`config.mk`:
```
export PLATFORM = sky130hd
export DESIGN_NAME = control_sequencer
export DESIGN_NICKNAME = d
export VERILOG_FILES = /design/src/rtl/control_sequencer.sv
export SDC_FILE = /design/constraint.sdc
export NUM_CORES = 1
export LEC_CHECK = 0
export ABC_AREA = 1
export ABC_CLOCK_PERIOD_IN_PS = 1800
export CORE_UTILIZATION = 39
export DETAILED_ROUTE_END_ITERATION = 16
export PLACE_DENSITY = 0.78
export RECOVER_POWER = 100
export SLEW_MARGIN = 15
export SYNTH_ARGS = -nofsm -noshare
export SYNTH_HDL_FRONTEND = slang
export SYNTH_SLANG_ARGS = --single-unit
```
`constraint.sdc`:
```
create_clock -name clk -period 1.8 [get_ports clk]
set_clock_uncertainty 0.1 [all_clocks]
set_input_delay 0.27 -clock clk [delete_from_list [all_inputs] [get_ports clk]]
set_output_delay 0.27 -clock clk [all_outputs]
set_load 0.02 [all_outputs]
```
`src/rtl/control_sequencer.sv`:
```
// control_sequencer: SAP-1.5 microcode sequencer; T-state counter plus
// combinational decode of step, opcode and flags into the control word.
module control_sequencer (
    input  logic       clk,
    input  logic       reset,
    input  logic [3:0] opcode,
    input  logic       flag_zero,
    input  logic       flag_carry,
    output logic [2:0] step,
    output logic       halted,
    output logic       pc_inc,
    output logic       pc_load,
    output logic       pc_oe,
    output logic       mar_load,
    output logic       ram_oe,
    output logic       ram_we,
    output logic       ir_load,
    output logic       ir_oe,
    output logic       a_load,
    output logic       a_oe,
    output logic       b_load,
    output logic       alu_sub,
    output logic       alu_oe,
    output logic       flags_load,
    output logic       out_load
);
    localparam logic [2:0] T0 = 3'd0;
    localparam logic [2:0] T1 = 3'd1;
    localparam logic [2:0] T2 = 3'd2;
    localparam logic [2:0] T3 = 3'd3;
    localparam logic [2:0] T4 = 3'd4;

    localparam logic [3:0] OP_LDA = 4'h1;
    localparam logic [3:0] OP_ADD = 4'h2;
    localparam logic [3:0] OP_SUB = 4'h3;
    localparam logic [3:0] OP_STA = 4'h4;
    localparam logic [3:0] OP_LDI = 4'h5;
    localparam logic [3:0] OP_JMP = 4'h6;
    localparam logic [3:0] OP_JC  = 4'h7;
    localparam logic [3:0] OP_JZ  = 4'h8;
    localparam logic [3:0] OP_OUT = 4'hE;
    localparam logic [3:0] OP_HLT = 4'hF;

    logic [2:0] step_q, step_d;
    logic       halted_q, halted_d;
    logic       run, t0, t1, t2, t3, t4;
    logic       op_lda, op_add, op_sub, op_sta, op_ldi, op_jmp, op_jc, op_jz, op_out, op_hlt;
    logic       mem_op, alu_op, take_jump, last;

    assign op_lda = opcode == OP_LDA;
    assign op_add = opcode == OP_ADD;
    assign op_sub = opcode == OP_SUB;
    assign op_sta = opcode == OP_STA;
    assign op_ldi = opcode == OP_LDI;
    assign op_jmp = opcode == OP_JMP;
    assign op_jc  = opcode == OP_JC;
    assign op_jz  = opcode == OP_JZ;
    assign op_out = opcode == OP_OUT;
    assign op_hlt = opcode == OP_HLT;

    assign mem_op    = op_lda | op_add | op_sub | op_sta;
    assign alu_op    = op_add | op_sub;
    assign take_jump = op_jmp | (op_jc & flag_carry) | (op_jz & flag_zero);

    // Illegal steps 5-7 match no tN, so they decode to an all-zero word.
    assign run = !reset && !halted_q;
    assign t0  = run && step_q == T0;
    assign t1  = run && step_q == T1;
    assign t2  = run && step_q == T2;
    assign t3  = run && step_q == T3;
    assign t4  = run && step_q == T4;

    assign last = (step_q == T2 && !mem_op && !op_hlt) ||
                  (step_q == T3 && (op_lda || op_sta)) || step_q == T4;

    // HLT leaves step parked at T2 while the halt flag is set.
    assign halted_d = halted_q | (step_q == T2 && op_hlt);
    assign step_d   = halted_d ? step_q : (last || step_q > T4) ? T0 : step_q + 3'd1;

    always_ff @(posedge clk) begin
        if (reset) begin
            step_q   <= T0;
            halted_q <= 1'b0;
        end else begin
            step_q   <= step_d;
            halted_q <= halted_d;
        end
    end

    assign step       = step_q;
    assign halted     = halted_q && !reset;
    assign pc_oe      = t0;
    assign mar_load   = t0 | (t2 & mem_op);
    assign ram_oe     = t1 | (t3 & (op_lda | alu_op));
    assign ir_load    = t1;
    assign pc_inc     = t1;
    assign ir_oe      = t2 & (mem_op | op_ldi | take_jump);
    assign pc_load    = t2 & take_jump;
    assign a_load     = (t2 & op_ldi) | (t3 & op_lda) | (t4 & alu_op);
    assign a_oe       = (t2 & op_out) | (t3 & op_sta);
    assign ram_we     = t3 & op_sta;
    assign b_load     = t3 & alu_op;
    assign alu_sub    = (t3 | t4) & op_sub;
    assign alu_oe     = t4 & alu_op;
    assign flags_load = t4 & alu_op;
    assign out_load   = t2 & op_out;
endmodule

```
==> run_results.csv <==
group,metric,value,unit
route,wire_per_inst,11.4,um
grt,antenna_found_initial,0,
pwr,p_leak,0.536,nW
clocking,cts_hold_buf,0,
synthesis,synth_area_leader_cell,"dfxtp_1",
placement,gp_congestion,0.797,
timing,rsz0062_at_grt,"yes",
pwr,p_total,0.000893,W
hold_path,min-delay-path-class,"input port to register",
run_status,status,"finished with violations",
grt,grt_pass1_vias,572,
synthesis,synthCells,90,
worst_setup_path,start_kind,"register",
timing,fin_tns_setup,-0.0453,ns
route,via_per_inst,5.05,
clocking,cts_tree,"built",
route,firstDrtPassIters,4,
timing,fin_crit_sh,101,%
clocking,insertion_delay,0.23,ns
floorplanning,core-area,0.00130,mm^2
finish,antennaDiodeCount,0,
timing,finalSetupViolations,2,
placement,portBuffers,26,
synthesis,netlist_area,546,um^2
synthesis,ys_seq_elements,4,
synthesis,yosys_warnings,0,
route,ant_nets,0,
worst_setup_path,path_class,"register to output port",
clocking,cts_buffers,3,
synthesis,netlist.area_leader.share,14.7,%
clocking,clkTransAtPathRegs,0.04,ns
grt,grt_max_degree,7,
clocking,clk_path_buf_depth,2,
placement,placed_area,998,um^2
worst_setup_path,critPathRequiredTime,1.43,ns
clocking,cts_htree_levels,1,
timing,max_slew.worst_pin.slew,0.409,ns
run_status,violations,"setup timing",
floorplanning,die_w,39.4,um
pwr,powerDensity,890,mW/mm^2
floorplanning,start_util,41.9,%
finish,layout.nets,153,
synthesis,synth.distinct_cells,21,
placement,dpl.hpwl,1360,um
run,maxCapViolCount,0,
synthesis,syn_nets,103,
grt,grt_pass1_wl,2350,um
floorplanning,die_h,39.4,um
pwr,ir_drop,0.000669,V
timing,fin_ws,-0.0268,ns
timing,final_hold_viol_count,0,
finish,stdcell_area,0.00100,mm^2
timing,relSlewSlack,72.6,%
timing,drv_slew,0,
finish,seq_area,87.6,um^2
worst_setup_path,end_kind,"output port",
grt,grt_usage,21.6,%
worst_setup_path,crit_arrival,1.46,ns
finish,multi_input_area,452,um^2
synthesis,synth_area_per_cell,6.06,um^2
route,routed_wl,1750,um
clocking,clkSinkCount,4,
floorplanning,rows,13,
finish,fillers,101,
synthesis,ys_seq_area_share,14.7,%
clocking,root_buffer,"clkbuf_4",
finish,drive_above_1_share,47.1,%
grt,gr-total-overflow,0,
synthesis,synth_area_leaders,"dfxtp_1 (15%), nand2_1 (14%), ha_1 (11%)",
floorplanning,io_pins,27,
route,drc,0,
timing,fin_crit,1.83,ns
route,dr_total_vias,773,
route,drt_iter0_drc,12,
finish,area_delta_synth_final,83.9,%
timing,max_freq,547,MHz
floorplanning,die_area,0.00155,mm^2
worst_setup_path,critical_path.max_fanout,4,
[synthesized netlist by cell type]
master and number:
a21oi_1 3, a21oi_4 1, a31oi_1 1, buf_4 2
dfxtp_1 4, ha_1 5, inv_1 15, inv_2 1
nand2_1 20, nand2_2 5, nand3_1 3, nand4_1 4
nor2_1 12, nor2_2 2, nor2_4 2, nor3_1 2
nor4_2 1, o211ai_1 2, o21ai_0 3, o21ai_1 1
or2_1 1
[registers in the layout, indices dropped and copies added (netlist names)]
signal	flops
halted_q	1
step	3
[path summary, 6_finish.rpt]
kind / startpoint / endpoint / slack (ns) / depth (start not counted)
worst max-delay path: step[0] / a_load / -0.03 / 9
worst min register to register: halted_q / halted_q / 0.45 / 2
worst max register to register: step[0] / step[1] / 0.40 / 9
worst min-delay path: reset / halted_q / 0.43 / 3
[layout make-up]
cell class	count	area share, %
multi-input cells	68	45.0
well taps	15	1.87
inverters	16	6.23
flip-flops and latches	4	8.73
repair buffers	47	35.9
clock buffers	3	2.24
[worst max-delay path: stages (launching register included)]
cell and delay, ns:
dfxtp_4 0.36, inv_4 0.06, ha_4 0.12, inv_2 0.04
nor2_4 0.10, nand2_2 0.09, inv_2 0.09, nand3_2 0.08
o211ai_1 0.10, buf_4 0.17
[cells by family (layout without fill, tap and decap cells)]
group,Yosys count,count (layout),share of synthesized area [%]
AOI/OAI and AO/OA,11,11,13.3
adders and majority gates,5,5,11.5
buffers and inverters,18,66,13.8
DFF,4,4,14.7
and+or+nand+nor,52,52,46.8
[metal layers]
layer	GRT usage, %	wire length [um]
met3	0	74
met1	24.2	741
met5	0	0
met4	5.17	0
met2	43.4	930
[placed cells by master, fill, tap and decap left out, drive strengths merged]
| cell | netlist | layout |
|---|---|---|
| dfxtp | 4 | 4 |
| ha | 5 | 5 |
| dlygate4sd3 | 0 | 1 |
| nor3 | 2 | 2 |
| o211ai | 2 | 2 |
| clkbuf | 0 | 9 |
| nor4 | 1 | 1 |
| buf | 2 | 30 |
| nand2 | 25 | 25 |
| clkdlybuf4s50 | 0 | 4 |
| a31oi | 1 | 1 |
| or2 | 1 | 1 |
| nand4 | 4 | 4 |
| inv | 16 | 16 |
| nor2 | 16 | 16 |
| nand3 | 3 | 3 |
| o21ai | 4 | 4 |
| dlygate4sd2 | 0 | 6 |
| a21oi | 4 | 4 |
[metrics by stage]
stage | util (%) | hold WS [ns] | setup WS, ns | cells
2_1_floorplan | - | 0.237 | -0.0315 | 90
3_3_place_gp | 76.7 | 0.451 | -0.522 | 149
3_5_place_dp | 76.7 | 0.461 | -0.568 | 149
4_1_cts | 78.7 | 0.424 | -0.00526 | 153
5_1_grt | 77.1 | 0.438 | -0.0915 | 153
6_report | 77.1 | 0.430 | -0.0268 | 153
[timing repair]
action                     CTS  global route
setup endpoints to repair   16             8
buffers inserted             1             0
pin swaps                    8             3
gates resized for setup     81            10
[report_power, final]
part / internal (W) / switching, W
clock network: 0.0000748 / 0.0000397
logic: 0.000271 / 0.000333
registers: 0.000127 / 0.0000465
total: 0.000473 / 0.000419
No activity file was read; power rests on OpenSTA's default activity.
